<file path="src/rtl/regfile_dump_ctrl.sv">
// Debug read-side sequencer: stalls the core, walks the register file two
// addresses per fetch and streams each value out on a valid/ready port.
module regfile_dump_ctrl #(
    parameter int p_WORD_LEN      = 16,
    parameter int p_REG_ADDR_LEN  = 3,
    parameter int p_REG_FILE_SIZE = 8
) (
    input  logic                      clk,
    input  logic                      rst_n,
    input  logic                      start,
    input  logic                      abort,
    output logic                      hold_req,
    input  logic                      hold_ack,
    output logic [p_REG_ADDR_LEN-1:0] rd_src1,
    output logic [p_REG_ADDR_LEN-1:0] rd_src2,
    input  logic [p_WORD_LEN-1:0]     rd_out1,
    input  logic [p_WORD_LEN-1:0]     rd_out2,
    output logic                      rd_sel,
    output logic                      dump_valid,
    input  logic                      dump_ready,
    output logic [p_WORD_LEN-1:0]     dump_data,
    output logic [p_REG_ADDR_LEN-1:0] dump_addr,
    output logic                      dump_last,
    output logic                      busy,
    output logic                      done,
    output logic                      aborted
);

    // One spare index bit so index+2 never wraps for a full-size register file.
    localparam int c_IW = p_REG_ADDR_LEN + 1;
    localparam logic [c_IW-1:0] c_SIZE = c_IW'(p_REG_FILE_SIZE);
    localparam logic [c_IW-1:0] c_LAST = c_IW'(p_REG_FILE_SIZE - 1);
    localparam logic [c_IW-1:0] c_ONE  = c_IW'(1);
    localparam logic [c_IW-1:0] c_TWO  = c_IW'(2);

    typedef enum logic [2:0] {
        S_IDLE,
        S_HOLD,
        S_FETCH,
        S_SEND0,
        S_SEND1,
        S_FIN
    } state_t;

    state_t                    state_q, state_d;
    logic [c_IW-1:0]           idx_q, idx_d;
    logic [p_WORD_LEN-1:0]     buf0_q, buf0_d;
    logic [p_WORD_LEN-1:0]     buf1_q, buf1_d;
    logic                      buf1_vld_q, buf1_vld_d;
    logic                      abort_lat_q, abort_lat_d;
    logic                      hold_req_q, hold_req_d;
    logic                      rd_sel_q, rd_sel_d;
    logic [p_REG_ADDR_LEN-1:0] rd_src1_q, rd_src1_d;
    logic [p_REG_ADDR_LEN-1:0] rd_src2_q, rd_src2_d;
    logic                      dump_valid_q, dump_valid_d;
    logic [p_WORD_LEN-1:0]     dump_data_q, dump_data_d;
    logic [p_REG_ADDR_LEN-1:0] dump_addr_q, dump_addr_d;
    logic                      dump_last_q, dump_last_d;
    logic                      busy_q, busy_d;
    logic                      done_q, done_d;
    logic                      aborted_q, aborted_d;

    logic                      hs;
    logic                      abort_now;
    logic [c_IW-1:0]           nxt_q;
    logic [c_IW-1:0]           nxt_d;
    logic [c_IW-1:0]           beat_idx;

    always_comb begin
        // NOTE: every signal gets a default before the case so no path leaves it unassigned (no latches).
        state_d     = state_q;
        idx_d       = idx_q;
        buf0_d      = buf0_q;
        buf1_d      = buf1_q;
        buf1_vld_d  = buf1_vld_q;
        abort_lat_d = abort_lat_q;
        done_d      = 1'b0;
        aborted_d   = 1'b0;
        hs          = dump_valid_q & dump_ready;
        abort_now   = abort | abort_lat_q;
        nxt_q       = idx_q + c_ONE;

        case (state_q)
            S_IDLE: begin
                if (start) state_d = S_HOLD;
            end
            S_HOLD: begin
                if (abort) begin
                    state_d   = S_IDLE;
                    done_d    = 1'b1;
                    aborted_d = 1'b1;
                end else if (hold_ack) begin
                    state_d = S_FETCH;
                end
            end
            S_FETCH: begin
                buf0_d     = rd_out1;
                buf1_d     = rd_out2;
                buf1_vld_d = (nxt_q < c_SIZE);
                if (abort) begin
                    state_d   = S_FIN;
                    done_d    = 1'b1;
                    aborted_d = 1'b1;
                end else begin
                    state_d = S_SEND0;
                end
            end
            S_SEND0: begin
                // Once the final beat is on the wire the dump completes normally.
                if (hs) begin
                    if (!buf1_vld_q) begin
                        state_d = S_FIN;
                        done_d  = 1'b1;
                    end else if (abort_now) begin
                        state_d   = S_FIN;
                        done_d    = 1'b1;
                        aborted_d = 1'b1;
                    end else begin
                        state_d = S_SEND1;
                    end
                end else if (abort && !dump_last_q) begin
                    abort_lat_d = 1'b1;
                end
            end
            S_SEND1: begin
                if (hs) begin
                    idx_d = idx_q + c_TWO;
                    if (idx_q + c_TWO >= c_SIZE) begin
                        state_d = S_FIN;
                        done_d  = 1'b1;
                    end else if (abort_now) begin
                        state_d   = S_FIN;
                        done_d    = 1'b1;
                        aborted_d = 1'b1;
                    end else begin
                        state_d = S_FETCH;
                    end
                end else if (abort && !dump_last_q) begin
                    abort_lat_d = 1'b1;
                end
            end
            S_FIN: begin
                state_d     = S_IDLE;
                idx_d       = '0;
                abort_lat_d = 1'b0;
            end
            default: begin
                state_d = S_IDLE;
            end
        endcase

        // Outputs are decoded from the next state so they come straight off flops.
        nxt_d        = idx_d + c_ONE;
        beat_idx     = (state_d == S_SEND1) ? nxt_d : idx_d;
        busy_d       = (state_d != S_IDLE);
        hold_req_d   = busy_d;  // held through FIN; released on return to IDLE
        rd_sel_d     = (state_d == S_FETCH);
        rd_src1_d    = rd_sel_d ? idx_d[p_REG_ADDR_LEN-1:0] : '0;
        rd_src2_d    = (rd_sel_d && (nxt_d < c_SIZE)) ? nxt_d[p_REG_ADDR_LEN-1:0] : '0;
        dump_valid_d = (state_d == S_SEND0) || (state_d == S_SEND1);
        dump_data_d  = (state_d == S_SEND0) ? buf0_d :
                       (state_d == S_SEND1) ? buf1_d : '0;
        dump_addr_d  = dump_valid_d ? beat_idx[p_REG_ADDR_LEN-1:0] : '0;
        dump_last_d  = dump_valid_d && (beat_idx == c_LAST);
    end

    // NOTE: state flops use non-blocking assignments; the comb block above uses blocking.
    always_ff @(posedge clk or negedge rst_n) begin
        if (!rst_n) begin
            state_q      <= S_IDLE;
            idx_q        <= '0;
            buf0_q       <= '0;
            buf1_q       <= '0;
            buf1_vld_q   <= 1'b0;
            abort_lat_q  <= 1'b0;
            hold_req_q   <= 1'b0;
            rd_sel_q     <= 1'b0;
            rd_src1_q    <= '0;
            rd_src2_q    <= '0;
            dump_valid_q <= 1'b0;
            dump_data_q  <= '0;
            dump_addr_q  <= '0;
            dump_last_q  <= 1'b0;
            busy_q       <= 1'b0;
            done_q       <= 1'b0;
            aborted_q    <= 1'b0;
        end else begin
            state_q      <= state_d;
            idx_q        <= idx_d;
            buf0_q       <= buf0_d;
            buf1_q       <= buf1_d;
            buf1_vld_q   <= buf1_vld_d;
            abort_lat_q  <= abort_lat_d;
            hold_req_q   <= hold_req_d;
            rd_sel_q     <= rd_sel_d;
            rd_src1_q    <= rd_src1_d;
            rd_src2_q    <= rd_src2_d;
            dump_valid_q <= dump_valid_d;
            dump_data_q  <= dump_data_d;
            dump_addr_q  <= dump_addr_d;
            dump_last_q  <= dump_last_d;
            busy_q       <= busy_d;
            done_q       <= done_d;
            aborted_q    <= aborted_d;
        end
    end

    assign hold_req   = hold_req_q;
    assign rd_sel     = rd_sel_q;
    assign rd_src1    = rd_src1_q;
    assign rd_src2    = rd_src2_q;
    assign dump_valid = dump_valid_q;
    assign dump_data  = dump_data_q;
    assign dump_addr  = dump_addr_q;
    assign dump_last  = dump_last_q;
    assign busy       = busy_q;
    assign done       = done_q;
    assign aborted    = aborted_q;

endmodule

</file>
<file path="config.mk">
export PLATFORM = sky130hd
export DESIGN_NAME = regfile_dump_ctrl
export DESIGN_NICKNAME = d
export VERILOG_FILES = /design/src/rtl/regfile_dump_ctrl.sv
export SDC_FILE = /design/constraint.sdc
export NUM_CORES = 1
export LEC_CHECK = 0
export CAP_MARGIN = 20
export CORE_ASPECT_RATIO = 1.75
export CORE_MARGIN = 4
export CORE_UTILIZATION = 54
export CTS_BUF_LIST = sky130_fd_sc_hd__clkbuf_16
export CTS_CLUSTER_SIZE = 25
export DETAILED_ROUTE_END_ITERATION = 10
export GPL_TIMING_DRIVEN = 0
export PLACE_DENSITY_LB_ADDON = 0.2
export SYNTH_ARGS = -nofsm -noshare
export SYNTH_HDL_FRONTEND = slang
export SYNTH_SLANG_ARGS = --single-unit
</file>
<file path="constraint.sdc">
create_clock -name clk -period 6.3 [get_ports clk]
set_clock_uncertainty 0.2 [all_clocks]
set_input_delay 1.26 -clock clk [delete_from_list [all_inputs] [get_ports clk]]
set_output_delay 1.26 -clock clk [all_outputs]
set_load 0.01 [all_outputs]
</file>
* Yosys cells after proc, flatten, opt, wreduce, memory -nomap -nowiden
Index checks and enable logic that the tools add are counted. W data, S select, Z words.
Storage, ports and cells: bits in registers 72, input port bits 38, output and inout port bits 32, logic and storage cells 82
Cells by class: $add $sub $neg 3, magnitude comparators 3, equality and inequality tests 11, muxes and demuxes 36, bitwise gates (word level) 2, reduce and logical (&&, ||, !) cells 11
Operator list (count):
- $mux W16 | 4
- $mux W3 | 11
- $pmux W3 S5 | 1
- $mux W1 | 14
- $eq A3 B2 Y1 const B | 4
- $eq A3 B3 Y1 const B | 3
- $add A4 B1 Y4 const B | 2
- $lt A4 B4 Y1 const B | 2
- $mux W4 | 2
- $pmux W4 S2 | 1
- $pmux W1 S3 | 2
- $add A4 B2 Y4 const B | 1
- $eq A4 B3 Y1 const B | 1
- $ge A4 B4 Y1 const B | 1
- $reduce_or A2 Y1 | 2
- $eq A3 B1 Y1 const B | 1
- $logic_and A1 B1 Y1 | 3
- $logic_not A3 Y1 | 1
- $reduce_and A3 Y1 | 1
- $reduce_bool A3 Y1 | 1
- $ne A2 B1 Y1 const B | 1
- $ne A2 B2 Y1 const B | 1
- $pmux W1 S2 | 1
- $reduce_bool A2 Y1 | 1
- other kinds (4) | 4

* Depth between registers and ports, before layout
Gate-level depths: netlist (run 1).
word-level depth 9, gate-level depth with buffers 9, depth with buffers taken out 8

* Least setup slack after synthesis (run 1)
OpenSTA, ideal clock, no wires.
path kind input -> register, from input dump_ready, to register dump_last_q, in the netlist dump_last, arrival time 2.784 ns, required time 6.018 ns, setup slack 3.235 ns, stages on the path 7, path buffers 0, cell sequence and4b_4 mux2i_1 a2bb2oi_2 inv_1 ha_1 or4_1 a31oi_1
On the way: longest elaborated chain between the ends 7
RTL lines:
- from (decl) | line 20 | input logic dump_ready,
- $and A1 B1 Y1 * | line 79 | hs = dump_valid_q & dump_ready;
- $mux W4 * | line 126 | if (hs) begin
- $pmux W4 S2 * | line 83 | case (state_q)
- net idx_d[1] | line 46 | logic [c_IW-1:0] idx_q, idx_d;
- $add A4 B1 Y4 | line 153 | nxt_d = idx_d + c_ONE;
- $mux W4 * | line 154 | beat_idx = (state_d == S_SEND1) ? nxt_d : idx_d;
- $eq A4 B3 Y1 * | line 164 | dump_last_d = dump_valid_d && (beat_idx == c_LAST);
- $logic_and A1 B1 Y1 * | line 164
- net dump_last_d | line 58 | logic dump_last_q, dump_last_d;
- to (signal assigned) | line 201 | dump_last_q <= dump_last_d;
- to (decl) | line 58
The timed path passes the listed nets; every way through them passes the cells marked *. A chain may end at the register's enable or synchronous reset.

* Final worst setup path (run 1)
from input abort, to register dump_last_q, in the netlist dump_last
On the way: longest elaborated chain between the ends 9
RTL lines:
- from (decl) | line 11 | input logic abort,
- $or A1 B1 Y1 | line 80 | abort_now = abort | abort_lat_q;
- $mux W3 or $mux W1 (tied branches) | line 131, 114
- $mux W3 or $mux W1 (tied branches) | line 128, 111
- $mux W3 (on tied branches) | line 126, 110
- $pmux W3 S5 * | line 83
- $eq A3 B3 Y1 | line 154, 160
- $mux W4 | line 154
- $eq A4 B3 Y1 | line 164
- $logic_and A1 B1 Y1 * | line 164
- net dump_last_d | line 58
Marks and branches as above.

==> results.json, run 1 <==
{
  "critical_path.max_fanout": 10,
  "finalMaxSlewViolations": 0,
  "drt-pass1-iter-count": 4,
  "share_of_synthesized_cell_area_in_full_adder_half_adder_and_majority_cells_pct": 0.7952,
  "drc_errors": 0,
  "powerDensity_mw_per_mm2": 493.1,
  "route.vias.total": 2271,
  "sink_count_of_the_clock_tree": 72,
  "synth.lib_cells_used.distinct": 55,
  "initial_antenna_violation_count": 0,
  "cts_buffers": 9,
  "post-route-period-util_pct": 56.83,
  "cts_max_level": 3,
  "arrival_ns": 3.60,
  "initial_utilization_pct": 55.89,
  "post_drt_wl_per_cell_um": 18.67,
  "outcome": "complete, no violations",
  "timing.critical_path.required_ns": 6.32,
  "detailedPlacementHpwl_mm": 5.236,
  "route.detailed.vias_per_inst": 5.692,
  "worst_slew_margin_rel_pct": 42.43,
  "syn-cell-area_mm2": 0.003147,
  "ys.warnings.count": 0,
  "grt_max_degree": 73,
  "synth-simple-area-share_pct": 11.93,
  "clock_insertion_delay_worst_skew_ns": 0.32,
  "ant_diodes": 0,
  "total_leakage_power_nw": 1.880,
  "kind_of_capture_point_of_the_worst_setup_path": "flip-flop",
  "fin_ws_ns": 2.719,
  "layout.cells.most_common": "dfrtp_1",
  "wire_length_of_the_first_global_routing_pass_mm": 12.01,
  "buffers_inserted_by_post_cts_timing_repair": 0,
  "setup.worst_path.start_class": "input pin",
  "place_worst_setup_slack_ns": 2.401,
  "rsz0062_at_grt": "no",
  "fin_nets": 361,
  "die_w_um": 65.71,
  "ys_async_sr_fraction_pct": 100.0,
  "dieArea_mm2": 0.007161,
  "place.gp.congestion": 0.8048,
  "post_synthesis_cell_count": 241,
  "syn-mean-instance-area_um2": 13.06,
  "hold_violations": 0,
  "layout_cell_share_with_drive_strength_beyond_1_pct": 29.72,
  "maxClockFrequency_mhz": 279.3,
  "die-height_um": 109.0,
  "synth_nets": 281,
  "maxCapViolCount": 0,
  "period_needed_ns": 3.581,
  "area.growth.synth_to_final_pct": 33.36,
  "max_slew.worst_pin.slew_ns": 0.8635,
  "worstHoldPathType": "flip-flop to flip-flop",
  "total_of_cells_resized_after_clock_tree_synthesis": 0,
  "io_buffers": 69,
  "holdBufCountCts": 0,
  "synth_top_family_by_area": "multiplexers",
  "drt_wl_total_mm": 7.448,
  "vdd_drop_max_mv": 0.2652,
  "cts.reportedPaths.clkPinSlew_ns": 0.05,
  "setup_violations": 0,
  "core_region_area_mm2": 0.005630,
  "cts_tree": "built",
  "cts-root-buf": "clkbuf_16",
  "synth.ff_latch_count": 72,
  "grt_pass1_vias": 2481,
  "yosysSeqAreaShare_pct": 57.26,
  "synth-compound-area-share_pct": 11.93,
  "place_inst": 386,
  "synth_flop_cell": "dfrtp_1",
  "max_clock_buf_depth": 2,
  "whs_ns": 0.2880,
  "synth-xor-area-share_pct": 1.352,
  "groute.usage.overall_pct": 22.90,
  "rows": 36,
  "layout.cells.most_common_list": "dfrtp_1 (72), clkdlybuf4s50_1 (68), mux2_2 (34)",
  "final_antenna_net_count": 0,
  "grt_overflow_total": 0,
  "post_synth_mux_area_share_pct": 13.12,
  "n_fill_cell": 390,
  "io-pin-count": 70,
  "fin_cells": 399,
  "worst-setup-path-type": "input pin to flip-flop",
  "detailedRoute.firstIterationViolations": 80,
  "final.setup.tns_ns": 0,
  "report.power.total_mw": 2.069,
  "number_of_enable_type_register_cells_in_the_synthesized_netlist": 0
}
[routing by layer]
layer / global-route usage [%] / vias to the layer above / share of wire (%)
met5: 0 / - / 0
met4: 10.98 / 0 / 2.5
met3: 6.598 / 16 / 4.3
met2: 42.21 / 69 / 57
met1: 22.81 / 1162 / 36
li1: - / 1024 / -
[cells by family (layout without fill, tap and decap cells)]
group / Yosys count / count (layout)
xor+xnor: 4 / 4
flops: 72 / 72
buf+inv: 22 / 104
mux: 37 / 37
fa+ha+maj: 2 / 2
compound gates: 44 / 44
simple gates: 60 / 60
[layout make-up]
class | instances | area, µm² | share of cell area [%]
Buffer | 14 | 83.83 | 1.998
Tap cell | 76 | 95.09 | 2.266
Timing Repair Buffer | 69 | 688.2 | 16.40
Clock inverter | 4 | 41.29 | 0.9839
Multi-Input combinational cell | 147 | 1231 | 29.34
Inverter | 8 | 30.03 | 0.7156
Clock buffer | 9 | 225.2 | 5.367
Sequential cell | 72 | 1802 | 42.93
[report_power, final]
part | internal (mW) | switching [mW]
Clock | 0.295 | 0.164
Sequential | 0.656 | 0.0781
Combinational | 0.447 | 0.429
Total | 1.40 | 0.672
[cell usage after synthesis, types with 2 or more instances]
| cell | n | share of area [%] |
|---|---|---|
| inv_1 | 8 | 0.95 |
| a31oi_1 | 2 | 0.40 |
| nor3_1 | 3 | 0.48 |
| ha_1 | 2 | 0.80 |
| nand3b_1 | 2 | 0.48 |
| xnor2_1 | 2 | 0.56 |
| nor2_1 | 5 | 0.60 |
| o22ai_1 | 5 | 0.99 |
| clkbuf_1 | 5 | 0.60 |
| dfrtp_1 | 72 | 57 |
| and3_2 | 7 | 1.7 |
| o21ai_0 | 2 | 0.32 |
| nand2_1 | 13 | 1.6 |
| or3_1 | 2 | 0.40 |
| or2b_2 | 2 | 0.56 |
| nand2b_1 | 2 | 0.40 |
| buf_2 | 5 | 0.80 |
| a21oi_1 | 5 | 0.80 |
| a31o_2 | 17 | 4.7 |
| nand2_2 | 2 | 0.40 |
| mux2i_1 | 3 | 0.95 |
| mux2_2 | 34 | 12 |
| and3_1 | 9 | 1.8 |
[final timing paths]
| kind | slack, ns | to | from | cells past startpoint |
|---|---|---|---|---|
| max in group asynchronous | 4.49 | buf1_q[3] | rst_n | 1 |
| hold reg to reg | 0.29 | buf1_q[10] | buf1_q[10] | 1 |
| setup / recovery | 2.72 | dump_last | abort | 7 |
| setup reg to reg | 3.53 | dump_last | idx_q[1] | 7 |
| hold / removal | 0.29 | buf1_q[10] | buf1_q[10] | 1 |
| min in group asynchronous | 0.86 | buf0_q[13] | rst_n | 1 |
[flip-flops by register name, summed over array words and instances, names as in the netlist, 3 cells and up]
signal     flops
buf1_q        16
idx_q          4
rd_src1        3
dump_addr      3
rd_src2        3
dump_data     16
state_q        3
buf0_q        16
[stage by stage]
stage,cell area (µm²),utilization (%)
after floorplan,3147,-
after global placement,3933,69.84
after detailed placement,3930,69.80
after CTS,4197,74.53
after global routing,4197,74.53
final,4197,74.53
[worst max-delay path, stage by stage]
cell and delay, ns:
clkdlybuf4s50_1 0.69, or4b_1 0.18, a21oi_1 0.09, a211oi_4 0.47, nand2_4 0.13, or4_1 0.51
a31oi_1 0.26
No activity file was read; power rests on OpenSTA's default activity.
==> run 2: changes to the inputs <==
--- a/config.mk
+++ b/config.mk
@@ -8,7 +8,7 @@
 export CAP_MARGIN = 20
 export CORE_ASPECT_RATIO = 1.75
 export CORE_MARGIN = 4
-export CORE_UTILIZATION = 54
+export CORE_UTILIZATION = 50
 export CTS_BUF_LIST = sky130_fd_sc_hd__clkbuf_16
 export CTS_CLUSTER_SIZE = 25
 export DETAILED_ROUTE_END_ITERATION = 10
==> constraint.sdc (replaced) <==
create_clock -name clk -period 3.71 [get_ports clk]
set_clock_uncertainty 0.2 [all_clocks]
set_input_delay 0.742 -clock clk [delete_from_list [all_inputs] [get_ports clk]]
set_output_delay 0.742 -clock clk [all_outputs]
set_load 0.01 [all_outputs]
==> run 2 against run 1 <==
  * Wire length fell by 6.2%
  * Clock power rose by 110%
  * Register-to-register slack got worse by 2.6 ns
  * Non-clock buffer count did not move
  * Cell area rose by 1.8%
  * Power rose by 77%
  * Worst hold slack barely moved
  * Die area rose by 7.2%
  * Highest routed layer unchanged
==> results.json, run 2 (synthesis results as in run 1) <==
{
  "period_needed_ns": 3.086,
  "drt_wl_total_mm": 6.983,
  "initial_utilization_pct": 50.91,
  "postPlaceCellArea_mm2": 0.003935,
  "report.power.total_mw": 3.664,
  "timing.critical_path.slowest_stage_cell": "clkdlybuf4s50_1",
  "wire_length_of_the_first_global_routing_pass_mm": 11.34,
  "layout.cells.most_common": "dfrtp_1",
  "grt_overflow_total": 0,
  "worst-setup-path-type": "input pin to flip-flop",
  "maxCapViolCount": 0,
  "kind_of_capture_point_of_the_worst_setup_path": "flip-flop",
  "initial_antenna_violation_count": 0,
  "cts.reportedPaths.clkPinSlew_ns": 0.06,
  "clock_insertion_delay_worst_skew_ns": 0.33,
  "n_fill_cell": 448,
  "fin_area_mm2": 0.004270,
  "ant_diodes": 0,
  "finalMaxSlewViolations": 0,
  "worstHoldPathType": "flip-flop to flip-flop",
  "die_w_um": 67.97,
  "drt-pass1-iter-count": 4,
  "cts_buffers": 9,
  "powerDensity_mw_per_mm2": 858.0,
  "vdd_drop_max_mv": 0.4352,
  "area.growth.synth_to_final_pct": 35.71,
  "detailedPlacementHpwl_mm": 4.909,
  "grt_pass1_vias": 2422,
  "detailedRoute.firstIterationViolations": 96,
  "final.setup.tns_ns": 0,
  "fin_cells": 406,
  "post-route-period-util_pct": 83.17,
  "place.gp.congestion": 0.8180,
  "layout.cells.most_common_list": "dfrtp_1 (72), clkdlybuf4s50_1 (68), mux2_2 (34)",
  "setup_violations": 0,
  "drc_errors": 0,
  "post_drt_wl_per_cell_um": 17.20,
  "worst_slew_margin_rel_pct": 41.77,
  "rsz0062_at_grt": "no",
  "sink_count_of_the_clock_tree": 72,
  "cts_tree": "built",
  "total_leakage_power_nw": 1.903,
  "place_inst": 390,
  "timing.critical_path.slowest_cell_delay_ns": 0.66,
  "timing.critical_path.required_ns": 3.75,
  "grt_max_degree": 73,
  "io_buffers": 69,
  "max_clock_buf_depth": 2,
  "fin_nets": 361,
  "maxClockFrequency_mhz": 324.1,
  "arrival_ns": 3.12,
  "hold_violations": 0,
  "cts_max_level": 3,
  "die-height_um": 112.9,
  "max_slew.worst_pin.slew_ns": 0.8734,
  "buffers_inserted_by_post_cts_timing_repair": 0,
  "place_worst_setup_slack_ns": 0.2849,
  "route.detailed.vias_per_inst": 5.424,
  "rows": 38,
  "outcome": "complete, no violations",
  "final_antenna_net_count": 0,
  "layout_cell_share_with_drive_strength_beyond_1_pct": 30.67,
  "core_region_area_mm2": 0.006181,
  "groute.usage.overall_pct": 19.79,
  "critical_path.max_fanout": 10,
  "dieArea_mm2": 0.007677,
  "route.vias.total": 2202,
  "holdBufCountCts": 0,
  "io-pin-count": 70,
  "total_of_cells_resized_after_clock_tree_synthesis": 0,
  "cts-root-buf": "clkbuf_16",
  "fin_ws_ns": 0.6244,
  "setup.worst_path.start_class": "input pin",
  "crit_path_cell_trace": "clkdlybuf4s50_1, or4b_1, a21oi_1, a211oi_4, clkbuf_1, nand2_1, nor3_1"
}
==> run 2: metal layers <==
metal / up-vias / wire, µm / GRT usage (%)
li1: 1030 / - / -
met1: 1107 / 2692 / 22.01
met2: 53 / 3933 / 35.37
met3: 12 / 231 / 3.575
met4: 0 / 126 / 8.499
met5: - / 0 / 0
==> run 2: area by class of cell <==
cell class / count / area (µm²) / area share, %
flip-flops and latches: 72 / 1802 / 42.19
inverters: 8 / 30.03 / 0.7032
well taps: 80 / 100.1 / 2.344
plain buffers: 14 / 83.83 / 1.963
clock inverters: 7 / 110.1 / 2.578
repair buffers: 69 / 688.2 / 16.11
clock buffers: 9 / 225.2 / 5.274
multi-input cells: 147 / 1231 / 28.83
==> run 2: path summary, 6_finish.rpt <==
path                       cells after the start  slack [ns]       from          to
max                                            7        0.62      abort  rd_src2[0]
min reg2reg                                    1        0.29  buf1_q[4]   buf1_q[4]
min in group asynchronous                      1        0.34      rst_n   buf1_q[8]
min                                            1        0.29  buf1_q[4]   buf1_q[4]
max in group asynchronous                      1        2.41      rst_n  rd_src2[2]
max reg2reg                                    7        0.91   idx_q[1]  rd_src2[0]
==> run 2: worst max-delay path: cells and delay by family <==
kind | cells | cell delay [ns]
and+or+nand+nor | 3 | 0.74
buffers and inverters | 2 | 1.06
AOI/OAI and AO/OA | 2 | 0.57
==> run 2: power breakdown <==
part | total [mW] | leakage (nW) | internal (mW) | switching [mW]
registers | 1.24 | 0.905 | 1.11 | 0.126
clock network | 0.961 | 0.161 | 0.650 | 0.311
logic | 1.46 | 0.838 | 0.757 | 0.706
==> run 2: stage by stage <==
| stage | util [%] | hold slack (ns) |
|---|---|---|
| floorplan | - | 0.2464 |
| global placement | 63.70 | 0.2754 |
| detailed placement | 63.66 | 0.2796 |
| CTS | 69.09 | 0.2921 |
| global route | 69.09 | 0.3017 |
| finish | 69.09 | 0.2880 |
==> run 3: changes to the inputs <==
==> constraint.sdc (replaced) <==
create_clock -name clk -period 3.2 [get_ports clk]
set_clock_uncertainty 0.2 [all_clocks]
set_input_delay 0.64 -clock clk [delete_from_list [all_inputs] [get_ports clk]]
set_output_delay 0.64 -clock clk [all_outputs]
set_load 0.01 [all_outputs]
==> results of run 3 <==
Same layout as run 2 (identical final DEF). Status: complete, no violations.
Main changes from that run: setup slack after placement 0.2849 ns -> -0.1231 ns; setup slack after layout 0.6244 ns -> 0.2164 ns; hold slack 0.2880 ns -> 0.2341 ns; register-to-register setup slack 0.91 ns -> 0.40 ns; total power 3.664 mW -> 4.248 mW; worst IR drop on VDD 0.4352 mV -> 0.5045 mV
